<file path="src/rtl/booth4_mul_seq.sv">
// Sequential radix-4 Booth signed multiplier; WIDTH/2 iterations, drives an
// external WIDTH+2 bit add/subtract lane and consumes its sum the same cycle.
module booth4_mul_seq #(
    parameter int WIDTH = 32
) (
    input  logic                 clk,
    input  logic                 rst_n,
    input  logic                 start,
    input  logic [WIDTH-1:0]     multiplicand,
    input  logic [WIDTH-1:0]     multiplier,
    output logic                 busy,
    output logic                 done,
    output logic [2*WIDTH-1:0]   product,
    output logic [WIDTH+1:0]     add_x,
    output logic [WIDTH+1:0]     add_y,
    output logic                 add_cin,
    input  logic [WIDTH+1:0]     add_sum
);

    // state | meaning
    // IDLE  | waiting for start; operands captured on accept
    // RUN   | one Booth digit per cycle, WIDTH/2 cycles
    // DONE  | product valid, done pulses for this single cycle

    localparam int AW   = WIDTH + 2;
    localparam int HALF = WIDTH / 2;
    localparam int CW   = (HALF > 1) ? $clog2(HALF) : 1;

    typedef enum logic [1:0] {
        IDLE = 2'd0,
        RUN  = 2'd1,
        DONE = 2'd2
    } state_t;

    state_t            state, state_nxt;
    logic [AW-1:0]     a_reg;
    logic [AW-1:0]     mx;
    logic [WIDTH-1:0]  q_reg;
    logic              q_m1;
    logic [CW-1:0]     count;
    logic              last_iter;
    logic [AW-1:0]     a_new;
    logic [WIDTH-1:0]  q_new;

    assign last_iter = (count == CW'(HALF - 1));

    // Arithmetic shift right by two of {add_sum, Q, q_m1}; q_m1 becomes Q[1].
    assign a_new = {add_sum[AW-1], add_sum[AW-1], add_sum[AW-1:2]};
    assign q_new = {add_sum[1:0], q_reg[WIDTH-1:2]};

    assign add_x = a_reg;
    assign busy  = (state != IDLE);
    assign done  = (state == DONE);

    always_comb begin
        state_nxt = state;
        add_y     = '0;
        add_cin   = 1'b0;
        case (state)
            IDLE: if (start) state_nxt = RUN;
            RUN: begin
                case ({q_reg[1:0], q_m1})
                    3'b001, 3'b010: add_y = mx;
                    3'b011:         add_y = {mx[AW-2:0], 1'b0};
                    3'b100: begin
                        add_y   = {mx[AW-2:0], 1'b0};
                        add_cin = 1'b1;
                    end
                    3'b101, 3'b110: begin
                        add_y   = mx;
                        add_cin = 1'b1;
                    end
                    default: begin
                        add_y   = '0;
                        add_cin = 1'b0;
                    end
                endcase
                if (last_iter) state_nxt = DONE;
            end
            DONE:    state_nxt = IDLE;
            default: state_nxt = IDLE;
        endcase
    end

    always_ff @(posedge clk or negedge rst_n) begin
        if (!rst_n) begin
            state   <= IDLE;
            a_reg   <= '0;
            mx      <= '0;
            q_reg   <= '0;
            q_m1    <= 1'b0;
            count   <= '0;
            product <= '0;
        end else begin
            state <= state_nxt;
            case (state)
                IDLE: begin
                    if (start) begin
                        a_reg <= '0;
                        q_reg <= multiplier;
                        q_m1  <= 1'b0;
                        mx    <= {{2{multiplicand[WIDTH-1]}}, multiplicand};
                        count <= '0;
                    end
                end
                RUN: begin
                    a_reg <= a_new;
                    q_reg <= q_new;
                    q_m1  <= q_reg[1];
                    count <= last_iter ? '0 : count + CW'(1);
                    if (last_iter) product <= {a_new[WIDTH-1:0], q_new};
                end
                default: ;
            endcase
        end
    end

endmodule

</file>
<file path="config.mk">
export PLATFORM = sky130hd
export DESIGN_NAME = booth4_mul_seq
export DESIGN_NICKNAME = d
export VERILOG_FILES = /design/src/rtl/booth4_mul_seq.sv
export SDC_FILE = /design/constraint.sdc
export NUM_CORES = 1
export LEC_CHECK = 0
export BUFFER_PORTS_ARGS = -buffer_cell sky130_fd_sc_hd__buf_2
export CORE_MARGIN = 2
export CORE_UTILIZATION = 40
export CTS_CLUSTER_DIAMETER = 100
export DETAILED_ROUTE_END_ITERATION = 6
export HOLD_SLACK_MARGIN = 0.03
export PLACE_DENSITY = 0.74
export SLEW_MARGIN = 20
export SYNTH_ARGS = -nofsm -noshare
export SYNTH_HDL_FRONTEND = slang
export SYNTH_SLANG_ARGS = --single-unit
</file>
<file path="constraint.sdc">
create_clock -name clk -period 1.7 [get_ports clk]
set_input_delay 0.34 -clock clk [delete_from_list [all_inputs] [get_ports clk]]
set_output_delay 0.34 -clock clk [all_outputs]
set_load 0.01 [all_outputs]
</file>
# Word-level counts from Yosys, hierarchy flattened

Index checks and enable logic that the tools add are counted.

Equality and inequality tests: 11
$add $sub $neg: 1
Muxes and demuxes: 16
Reductions and logical operators: 10

Operators by type and width:

| cell                  | number |
|---|---|
| $pmux W34 S2          | 2 |
| $mux W34              | 2 |
| $pmux W32 S2          | 1 |
| $mux W32              | 1 |
| $eq A3 B3 Y1 const B  | 3 |
| $mux W4               | 2 |
| $pmux W4 S2           | 1 |
| $reduce_and A2 Y1     | 4 |
| $eq A3 B2 Y1 const B  | 2 |
| $add A4 B1 Y4 const B | 1 |
| $eq A4 B4 Y1 const B  | 1 |
| $mux W2               | 2 |
| $ne A2 B2 Y1 const B  | 2 |
| $pmux W2 S2           | 1 |
| $reduce_bool A2 Y1    | 2 |
| $reduce_or A4 Y1      | 1 |
| $eq A3 B1 Y1 const B  | 1 |
| $mux W1               | 3 |
| $reduce_or A3 Y1      | 1 |
| $eq A2 B1 Y1 const B  | 1 |
| $eq A2 B2 Y1 const B  | 1 |
| $logic_not A2 Y1      | 1 |
| $pmux W1 S2           | 1 |
| $reduce_or A2 Y1      | 1 |

Bits of input ports: 101
Output and inout bits: 135
Bits in registers: 169

# Depth between registers and ports, before layout

Depth after elaboration: 4
Mapped depth: 7

# Worst setup path after synthesis

OpenSTA, ideal clock, no wires.

Kind: register -> output
From: register q_reg[0]
To: output port add_y[33]
Path buffers: 2
Cell stages (with the launch flop): 8
Arrival: 1.540 ns
Path slack: -0.180 ns
Data required time: 1.360 ns
Cell sequence: dfrtp_1 -> inv_1 -> ha_1 -> mux2i_1 -> nor2_1 -> clkbuf_1 -> o21a_1 -> buf_4

Cells in the longest elaborated chain, start to end: 4

RTL lines:

| item                                                                  | RTL line | RTL |
|---|---|---|
| start: declaration                                                    | 38       | `logic [WIDTH-1:0] q_reg;` |
| start signal: assignment                                              | 100      | `q_reg <= multiplier;` |
| start signal: assignment                                              | 108      | `q_reg <= q_new;` |
| $eq A3 B3 Y1 (tied with other cells)                                  | 62       | `case ({q_reg[1:0], q_m1})` |
| $reduce_or A4 Y1 (no line) / $reduce_or A2 Y1 (equally long branches) | n/a      |  |
| $pmux W34 S2 *                                                        | 62       |  |
| $mux W34 *                                                            | 59       | `case (state)` |
| end: declaration                                                      | 15       | `output logic [WIDTH+1:0] add_y,` |

Every way passes the cells marked *; elsewhere a longest branch is shown, timed or not.

# Worst setup path after layout

From: register q_m1
To: output port add_y[31]

Cells in the longest elaborated chain, start to end: 4

RTL lines:

| item                                                                  | RTL line | RTL |
|---|---|---|
| start: declaration                                                    | 39       | `logic q_m1;` |
| start signal: assignment                                              | 109      | `q_m1 <= q_reg[1];` |
| $eq A3 B3 Y1 (tied with other cells)                                  | 62       |  |
| $reduce_or A4 Y1 (no line) / $reduce_or A2 Y1 (equally long branches) | n/a      |  |
| $pmux W34 S2 *                                                        | 62       |  |
| $mux W34 *                                                            | 59       |  |

Marks and branches as above.

==> flow_summary.yaml <==
setup_path:
  crit_path_cell_trace: "inv_2, ha_4, mux2i_4, nor2_4, clkbuf_16, a22o_1, buf_2"
  cp_slowest_cell: "dfrtp_1"
  critical_path.max_stage_delay_ns: 0.40
  cp-endpoint: "add_y[31]"
  reg2reg_from: "state[1]$_DFFE_PN0P_"
  worst-path-buf-inv: 3
  r2r_setup_slack_ns: 0.05
  worst_ep_required_time_ns: 1.36
  crit_path_max_fanout: 8
  cp.arrival_ns: 1.85
  worst-setup-path-type: "register to primary output"
  reg2reg_to: "mx[12]$_DFFE_PN0P_"
  reg2reg_depth: 6
  critical_path_depth: 7
  worstSetupStartpointType: "register"
  critical-path-top-delay-family: "flip-flops"
  critPathLaunch: "q_m1$_DFFE_PN0P_"
  cp-end-kind: "primary output"
sta:
  setup_violations: 37
  max_slew_margin: 0.678
  maxClockFrequency_mhz: 456
  tightestPinTransition_ns: 0.483
  min_period_over_period: 1.29
  hold_violations: 0
  final.setup.worst_slack_ns: -0.495
  holdWs_ns: 0.148
  grt_setup_unrepaired: "yes"
  maxSlewViolCount: 0
  fin_crit_ns: 2.19
  finalClockSkew_ns: 0.00780
yosys:
  yosys_warnings: 0
  syn_nets: 628
  synthArstFlopShare: 1.00
  post_synth_num_cell_types: 31
  synth.avg_cell_area_um2: 13.6
  syn-cell-area_um2: 7120
  yosys_most_used_dff: "dfrtp_1"
  synth_edf_count: 0
  post_synthesis_sequential_area_ratio: 0.587
  synth-seq-cells: 167
  synthCells: 522
global_routing:
  first_global_vias: 5195
  maximum_number_of_pins_on_one_net_before_global_route_repair: 47
  grt_first_pass_wirelength_um: 27800
  grt_overflow_total: 0
  globalRouteTotalUtil: 0.193
  antenna_found_initial: 0
layout:
  antenna_cells: 0
  design.final.nets: 889
  layout.cells.most_common_list: "buf_2, dfrtp_1, a22o_1"
  drive_gt1_frac: 0.487
  largest_register_ffs: 64
  finished_core_util: 0.565
  max_flop_register: "product"
  flow.area_growth_from_synthesis_pct: 37.7
  layout_commonest_cell: "buf_2"
drt:
  wl_per_cell_um: 18.3
  detail_route.wirelength_um: 18700
  viasPerCell: 5.16
  drtIter0Drc: 204
  detail-route-antenna-nets: 0
  detailedRoute.firstPassIterationCount: 5
  routed-via-count: 5266
  post-route-drc-count: 0
place:
  dp.final_hpwl_um: 12200
  placement.io_buffers: 235
  finalWeightedCongestion: 0.773
  pre_cts_slack_ns: -0.0810
flow_run:
  max-cap-violations: 0
floorplanning:
  std_cell_rows: 48
  boundaryPins: 236
  die_x_um: 137
  core-area_um2: 17400
  starting_density_of_the_core: 0.410
  die-area_um2: 18900
  floorplan.die.height_um: 137
worst_hold_path:
  worst_hold_path_type: "input port to register"
run_status:
  outcome: "complete, but fails checks"
  failing_checks: "setup timing"
clock_network:
  clockRootBuffer: "clkbuf_16"
  clkSinkCount: 167
  worst_skew_pair_later_pin_latency_ns: 0.42
  cts_max_level: 4
  path_clk_slew_ns: 0.06
  buffer_levels_on_the_longest_clock_path: 2
  numCtsBuffers: 17
  tritoncts: "done"
power_and_ir_drop:
  leakage_nw: 4.72
  peakVddDrop_v: 0.00102
  power_density_nw_per_um2: 1980
==> report_power, final <==
part | switching, mW | total [mW] | internal (mW)
Clock | 1.56 | 3.67 | 2.11
Combinational | 4.02 | 8.72 | 4.70
Sequential | 1.26 | 7.03 | 5.77
Total | 6.84 | 19.4 | 12.6
==> what timing repair did <==
item,in CTS,in global routing
endpoints found under the hold margin,42,0
gates cloned,3,6
buffers inserted,7,9
resized for setup,12,32
hold buffers,1,0
setup endpoints to repair,79,119
pin swaps,0,3
==> synthesized netlist by cell type, types with 3 or more instances <==
cell type  instances  share of area
nor2b_1           22          0.019
buf_2             16          0.011
buf_6              4         0.0063
ha_1               5         0.0088
buf_4              9         0.0095
a21oi_1           19          0.013
dfrtp_1          167           0.59
inv_1              3         0.0016
a22o_1            65          0.080
mux2_2            25          0.040
mux2_4            29          0.061
mux2i_1           15          0.021
clkbuf_1          14         0.0074
o21ai_0           35          0.025
a22oi_1           18          0.019
nand2_1           17         0.0090
mux2_1            42          0.066
==> worst min-delay path by stage <==
| stage | startpoint | to | slack [ns] | cells past startpoint |
|---|---|---|---|---|
| detailed placement | rst_n | product[56]$_DFFE_PN0P_ | 0.31 | 1 |
| global route | multiplicand[22] | mx[22]$_DFFE_PN0P_ | 0.13 | 2 |
| CTS | multiplicand[22] | mx[22]$_DFFE_PN0P_ | 0.13 | 2 |
| floorplan | rst_n | add_x[0]$_DFFE_PN0P_ | 0.04 | 0 |
| global placement | rst_n | product[56]$_DFFE_PN0P_ | 0.31 | 1 |
| finish | multiplicand[17] | mx[17]$_DFFE_PN0P_ | 0.15 | 2 |
==> cell families (layout without fill, tap and decap cells) <==
family,after synthesis,in the layout,share of synthesized area
muxes,111,111,0.188
DFF,167,167,0.587
and+or+nand+nor,50,50,0.0369
AOI/OAI and AO/OA,142,142,0.143
adders and majority gates,5,5,0.00878
buffers and inverters,47,321,0.0365
==> layer usage <==
metal | part of all wire | track usage | routed length [um] | vias to the layer above
met4 | 0.013 | 0.0607 | 236 | 0
met2 | 0.50 | 0.318 | 9360 | 157
met1 | 0.43 | 0.254 | 8090 | 2649
li1 | - | - | - | 2440
met3 | 0.052 | 0.0445 | 978 | 20
met5 | 0 | 0 | 0 | -
==> per-stage QoR <==
stage	setup TNS, ns	cells	power [mW]	cell area [um2]
floorplan	-0.0703	522	11.7	7140
global placement	-0.538	966	14.6	8730
detailed placement	-2.80	966	14.8	8730
CTS	-17.16	1009	18.9	9490
global route	-18.65	1021	20.6	9810
finish	-16.34	1021	19.4	9810
==> cell type report <==
class | count | area, um2
clock buffers | 23 | 468
clock inverters | 9 | 91.3
fillers | 1463 | 7540
inverters | 3 | 11.3
multi-input cells | 308 | 2820
flip-flops and latches | 167 | 4180
well taps | 225 | 282
repair buffers | 286 | 1960
No activity file was read; power rests on OpenSTA's default activity.
